[config.mk]
export PLATFORM = sky130hd
export DESIGN_NAME = spi_rx_slave
export DESIGN_NICKNAME = d
export VERILOG_FILES = /design/src/rtl/spi_rx_slave.sv
export SDC_FILE = /design/constraint.sdc
export NUM_CORES = 1
export LEC_CHECK = 0
export BUFFER_PORTS_ARGS = -buffer_cell sky130_fd_sc_hd__buf_2
export CORE_MARGIN = 1
export CORE_UTILIZATION = 42
export CTS_CLUSTER_SIZE = 10
export DETAILED_ROUTE_END_ITERATION = 12
export GPL_TIMING_DRIVEN = 0
export REMOVE_ABC_BUFFERS = 1
export SLEW_MARGIN = 0
export SYNTH_ARGS = -nofsm -noshare
export SYNTH_HDL_FRONTEND = slang
export SYNTH_SLANG_ARGS = --single-unit
[constraint.sdc]
create_clock -name sclk -period 1.5 [get_ports sclk]
set_input_delay 0.15 -clock sclk [delete_from_list [all_inputs] [get_ports sclk]]
set_output_delay 0.15 -clock sclk [all_outputs]
set_load 0.02 [all_outputs]
[src/rtl/spi_rx_slave.sv]
// Receive-side SPI slave: deserialises LSB-first frames framed by an active-low cs
// into a one-entry valid/ready output buffer, flagging short frames and dropped words.
module spi_rx_slave #(
   parameter int DATA_W = 12,
   parameter int CNT_W  = 4
) (
   input  logic              sclk,
   input  logic              reset,
   input  logic              cs,
   input  logic              mosi,
   output logic [DATA_W-1:0] dout,
   output logic              dout_valid,
   input  logic              dout_ready,
   output logic              frame_err,
   output logic              overrun
);

   typedef enum logic [1:0] {
      IDLE,
      SETUP,
      SHIFT,
      TAIL
   } state_t;

   localparam logic [CNT_W-1:0] LAST_BIT = CNT_W'(DATA_W - 1);

   state_t              state;
   state_t              state_next;
   logic [CNT_W-1:0]    count;
   logic [CNT_W-1:0]    count_next;
   logic [DATA_W-1:0]   shreg;
   logic [DATA_W-1:0]   shreg_next;
   logic [DATA_W-1:0]   word;
   logic                commit;
   logic                load;
   logic                frame_err_next;
   logic                overrun_next;
   logic                dout_valid_next;

   always_ff @(posedge sclk or negedge reset) begin
      if (!reset) begin
         state      <= IDLE;
         count      <= '0;
         shreg      <= '0;
         dout       <= '0;
         dout_valid <= 1'b0;
         frame_err  <= 1'b0;
         overrun    <= 1'b0;
      end else begin
         state      <= state_next;
         count      <= count_next;
         shreg      <= shreg_next;
         dout_valid <= dout_valid_next;
         frame_err  <= frame_err_next;
         overrun    <= overrun_next;
         if (load) begin
            dout <= word;
         end
      end
   end

   // The first cs-low edge only arms the frame; bit 0 arrives one edge later.
   always_comb begin
      state_next     = state;
      count_next     = count;
      shreg_next     = shreg;
      commit         = 1'b0;
      frame_err_next = 1'b0;
      word           = shreg | (DATA_W'(mosi) << count);

      case (state)
         IDLE: begin
            if (!cs) begin
               state_next = SETUP;
            end
         end
         SETUP: begin
            if (!cs) begin
               shreg_next = DATA_W'(mosi);
               count_next = CNT_W'(1);
               state_next = SHIFT;
            end else begin
               frame_err_next = 1'b1;
               state_next     = IDLE;
            end
         end
         SHIFT: begin
            if (!cs) begin
               shreg_next = word;
               count_next = count + CNT_W'(1);
               if (count == LAST_BIT) begin
                  commit     = 1'b1;
                  state_next = TAIL;
               end
            end else begin
               frame_err_next = 1'b1;
               shreg_next     = '0;
               count_next     = '0;
               state_next     = IDLE;
            end
         end
         TAIL: begin
            if (cs) begin
               count_next = '0;
               state_next = IDLE;
            end
         end
         default: begin
            state_next = IDLE;
         end
      endcase
   end

   // A commit coinciding with a transfer replaces the word instead of overrunning.
   always_comb begin
      load            = commit && (!dout_valid || dout_ready);
      overrun_next    = commit && dout_valid && !dout_ready;
      dout_valid_next = dout_valid;
      if (load) begin
         dout_valid_next = 1'b1;
      end else if (dout_valid && dout_ready) begin
         dout_valid_next = 1'b0;
      end
   end

endmodule
==> results.py <==
metrics = {
    "routing": {
        "ant_nets": 0,
        "drc": 0,
        "route.vias.total": 1187,
        "wl_per_cell_um": 15.9,
        "routed_via_density": 5.28,
        "drt_iter0_markers": 75,
        "firstDrtPassIters": 4,
        "drt_wl_total_um": 3570,
    },
    "cts": {
        "clockBufferDepth": 2,
        "clk_latency_ps": 290,
        "h-tree-depth": 2,
        "cts_tree": "yes",
        "clock_sinks": 33,
        "clkTransAtPathRegs_ps": 80,
        "root_buffer": "clkbuf_8",
        "cts_inserted_buffers": 5,
    },
    "worst_setup_path": {
        "crit_family": "multiplexers",
        "worstPathMaxFanout": 4,
        "crit_chain": "inv_4 -> ha_1 -> mux2_2 -> a21oi_2 -> mux2_4",
        "critPathRequiredTime_ps": 1670,
        "max_stage_delay_ps": 460,
        "cp-end-kind": "flop",
        "critPathKind": "reg2reg",
        "worstPathArrival_ps": 1780,
        "cpMaxStageDelayCell": "dfrtp_2",
        "worstSetupStartpointType": "flop",
        "critical_path_buf_inv_count": 1,
    },
    "die": {
        "dieArea_sq_mm": 0.00414,
        "io_pins": 20,
        "dieWidth_um": 64.3,
        "core_area_sq_mm": 0.00369,
        "die_y_um": 64.3,
        "rows": 22,
        "initial_core_util": 0.442,
    },
    "global_route": {
        "grt-ovfl-total": 0,
        "grtUsageTotal": 0.191,
        "grt_pass1_vias": 1210,
        "grt_pass1_wl_um": 5770,
        "grt_antenna_before_repair": 0,
        "grt_max_degree": 34,
    },
    "synth": {
        "synthFlopType": "dfrtp_1",
        "ys_ff_latch": 33,
        "synth_edf_count": 0,
        "ys_seq_area_frac": 0.507,
        "yosysWarnings": 0,
        "synthArstFlopShare": 1.00,
        "synth_area_sq_mm": 0.00163,
        "synth_cell_types": 37,
        "synth_cells": 144,
        "postSynthAreaPerCell_sq_um": 11.3,
    },
    "finish": {
        "final_net_count": 187,
        "final_cell_mix": "dfrtp_1 (29), buf_2 (19), inv_1 (17), mux2i_1 (12), a21oi_1 (9)",
        "layout_commonest_cell": "dfrtp_1",
        "diodes": 0,
        "post-route-util": 0.563,
        "drive_above_1_share": 0.390,
        "syn_to_final_growth_pct": 27.3,
    },
    "timing": {
        "rsz0062_at_grt": "true",
        "skew_ps": 9.24,
        "clock.fmax_mhz": 619,
        "final_max_slew_viol_count": 0,
        "tightest_slew_ps": 747,
        "relSlewSlack": 0.502,
        "min_period_ps": 1620,
        "timing.hold.ws_ps": 167,
        "period_share": 1.08,
        "setup_ws_ps": -115,
        "hold_violations": 0,
        "finalSetupViolCount": 19,
    },
    "pwr": {
        "power_density_mw_per_mm2": 1400,
        "p_leak_nw": 0.911,
        "peakVddDrop_v": 0.000818,
    },
    "place": {
        "place_congestion": 0.797,
        "pre_cts_ws_ps": -953,
        "hpwl_um": 2110,
        "port_buffers": 19,
    },
    "job": {
        "maxCapViolCount": 0,
    },
    "run_status": {
        "violations": "negative setup slack",
        "status": "complete, but fails checks",
    },
    "hold_path": {
        "min_path_type": "in2reg",
    },
}
==> worst reg2reg max path: cells and delay by family, from the launching register on <==
kind | cells | cell delay [ps]
adders and majority gates | 1 | 190
DFF | 1 | 460
muxes | 2 | 600
buffers and inverters | 1 | 70
AOI/OAI and AO/OA | 1 | 180
==> path summary, 6_finish.rpt <==
kind	slack (ps)	cells past startpoint	from	end
max	-120	5	state[0]$_DFFE_PN0P_	state[1]$_DFFE_PN0P_
min	170	3	dout_ready	overrun$_DFF_PN0_
max reg2reg	-120	5	state[0]$_DFFE_PN0P_	state[1]$_DFFE_PN0P_
min reg2reg	490	1	shreg[11]$_DFFE_PN0P_	shreg[11]$_DFFE_PN0P_
max in group asynchronous	500	2	reset	count[1]$_DFFE_PN0P_
min in group asynchronous	460	2	reset	count[2]$_DFFE_PN0P_
==> routing by layer <==
| metal | part of all wire | vias up | track usage |
|---|---|---|---|
| li1 | - | 574 | - |
| met1 | 0.45 | 581 | 0.229 |
| met2 | 0.50 | 28 | 0.318 |
| met3 | 0.039 | 4 | 0.0446 |
| met4 | 0.013 | 0 | 0.0944 |
| met5 | 0 | - | 0 |
==> state kept, by name, summed over array words and instances, names as in the netlist <==
signal      cells
shreg          12
dout           12
frame_err       1
state           2
dout_valid      1
count           4
overrun         1
==> final cells by class <==
cell class                      instances  area, sq um
Tap cell                               48         60.1
Inverter                               19         73.8
Timing Repair Buffer                   33          239
Multi-Input combinational cell         84          786
Clock inverter                          3         17.5
Fill cell                             326         1610
Clock buffer                            5         68.8
Sequential cell                        33          831
==> power breakdown <==
part	internal [mW]	leakage, nW	switching (mW)
Combinational	0.579	0.484	0.588
Sequential	0.976	0.384	0.0957
Clock	0.320	0.0439	0.338
Total	1.88	0.911	1.02
==> per-stage QoR <==
stage          total power, mW  TNS, ps  cell area (sq um)  cells
5_1_grt                   3.06    -2500               2080    225
3_3_place_gp              1.76   -16490               1740    203
3_5_place_dp              1.79   -18100               1740    203
4_1_cts                   2.79     -900               2030    223
6_report                  2.90    -1040               2080    225
2_1_floorplan             1.60    -7150               1580    136
==> kinds of logic (layout without fill, tap and decap cells) <==
logic type	Yosys count	in the layout	share of synthesized area
buffers and inverters	27	60	0.0737
AO/OA/AOI/OAI	35	35	0.156
multiplexers	16	16	0.106
AND/OR/NAND/NOR	27	27	0.112
flip-flops	33	33	0.507
adder cells (fa/ha/maj)	6	6	0.0460
==> synthesized netlist by cell type, drive strengths merged (3+ instances only) <==
| master | count | area [sq um] |
|---|---|---|
| mux2 | 4 | 52.6 |
| a21oi | 11 | 55.1 |
| nand2b | 3 | 26.3 |
| nor2 | 4 | 15.0 |
| o2bb2ai | 3 | 26.3 |
| clkbuf | 3 | 11.3 |
| nand2 | 4 | 15.0 |
| a31oi | 3 | 18.8 |
| a32o | 8 | 80.1 |
| buf | 5 | 37.5 |
| nor3b | 3 | 32.5 |
| and3b | 3 | 27.5 |
| mux2i | 12 | 120 |
| inv | 19 | 71.3 |
| dfrtp | 33 | 826 |
| ha | 6 | 75.1 |
==> what timing repair did <==
item | 4_1_cts | 5_1_grt
setup endpoints to repair | 30 | 29
buffers inserted | 11 | 2
gates cloned | 0 | 1
pin swaps | 5 | 6
hold endpoints to repair | 33 | 0
hold buffers | 1 | 0
resized for setup | 23 | 8
Power figures use the tool's default switching activity.
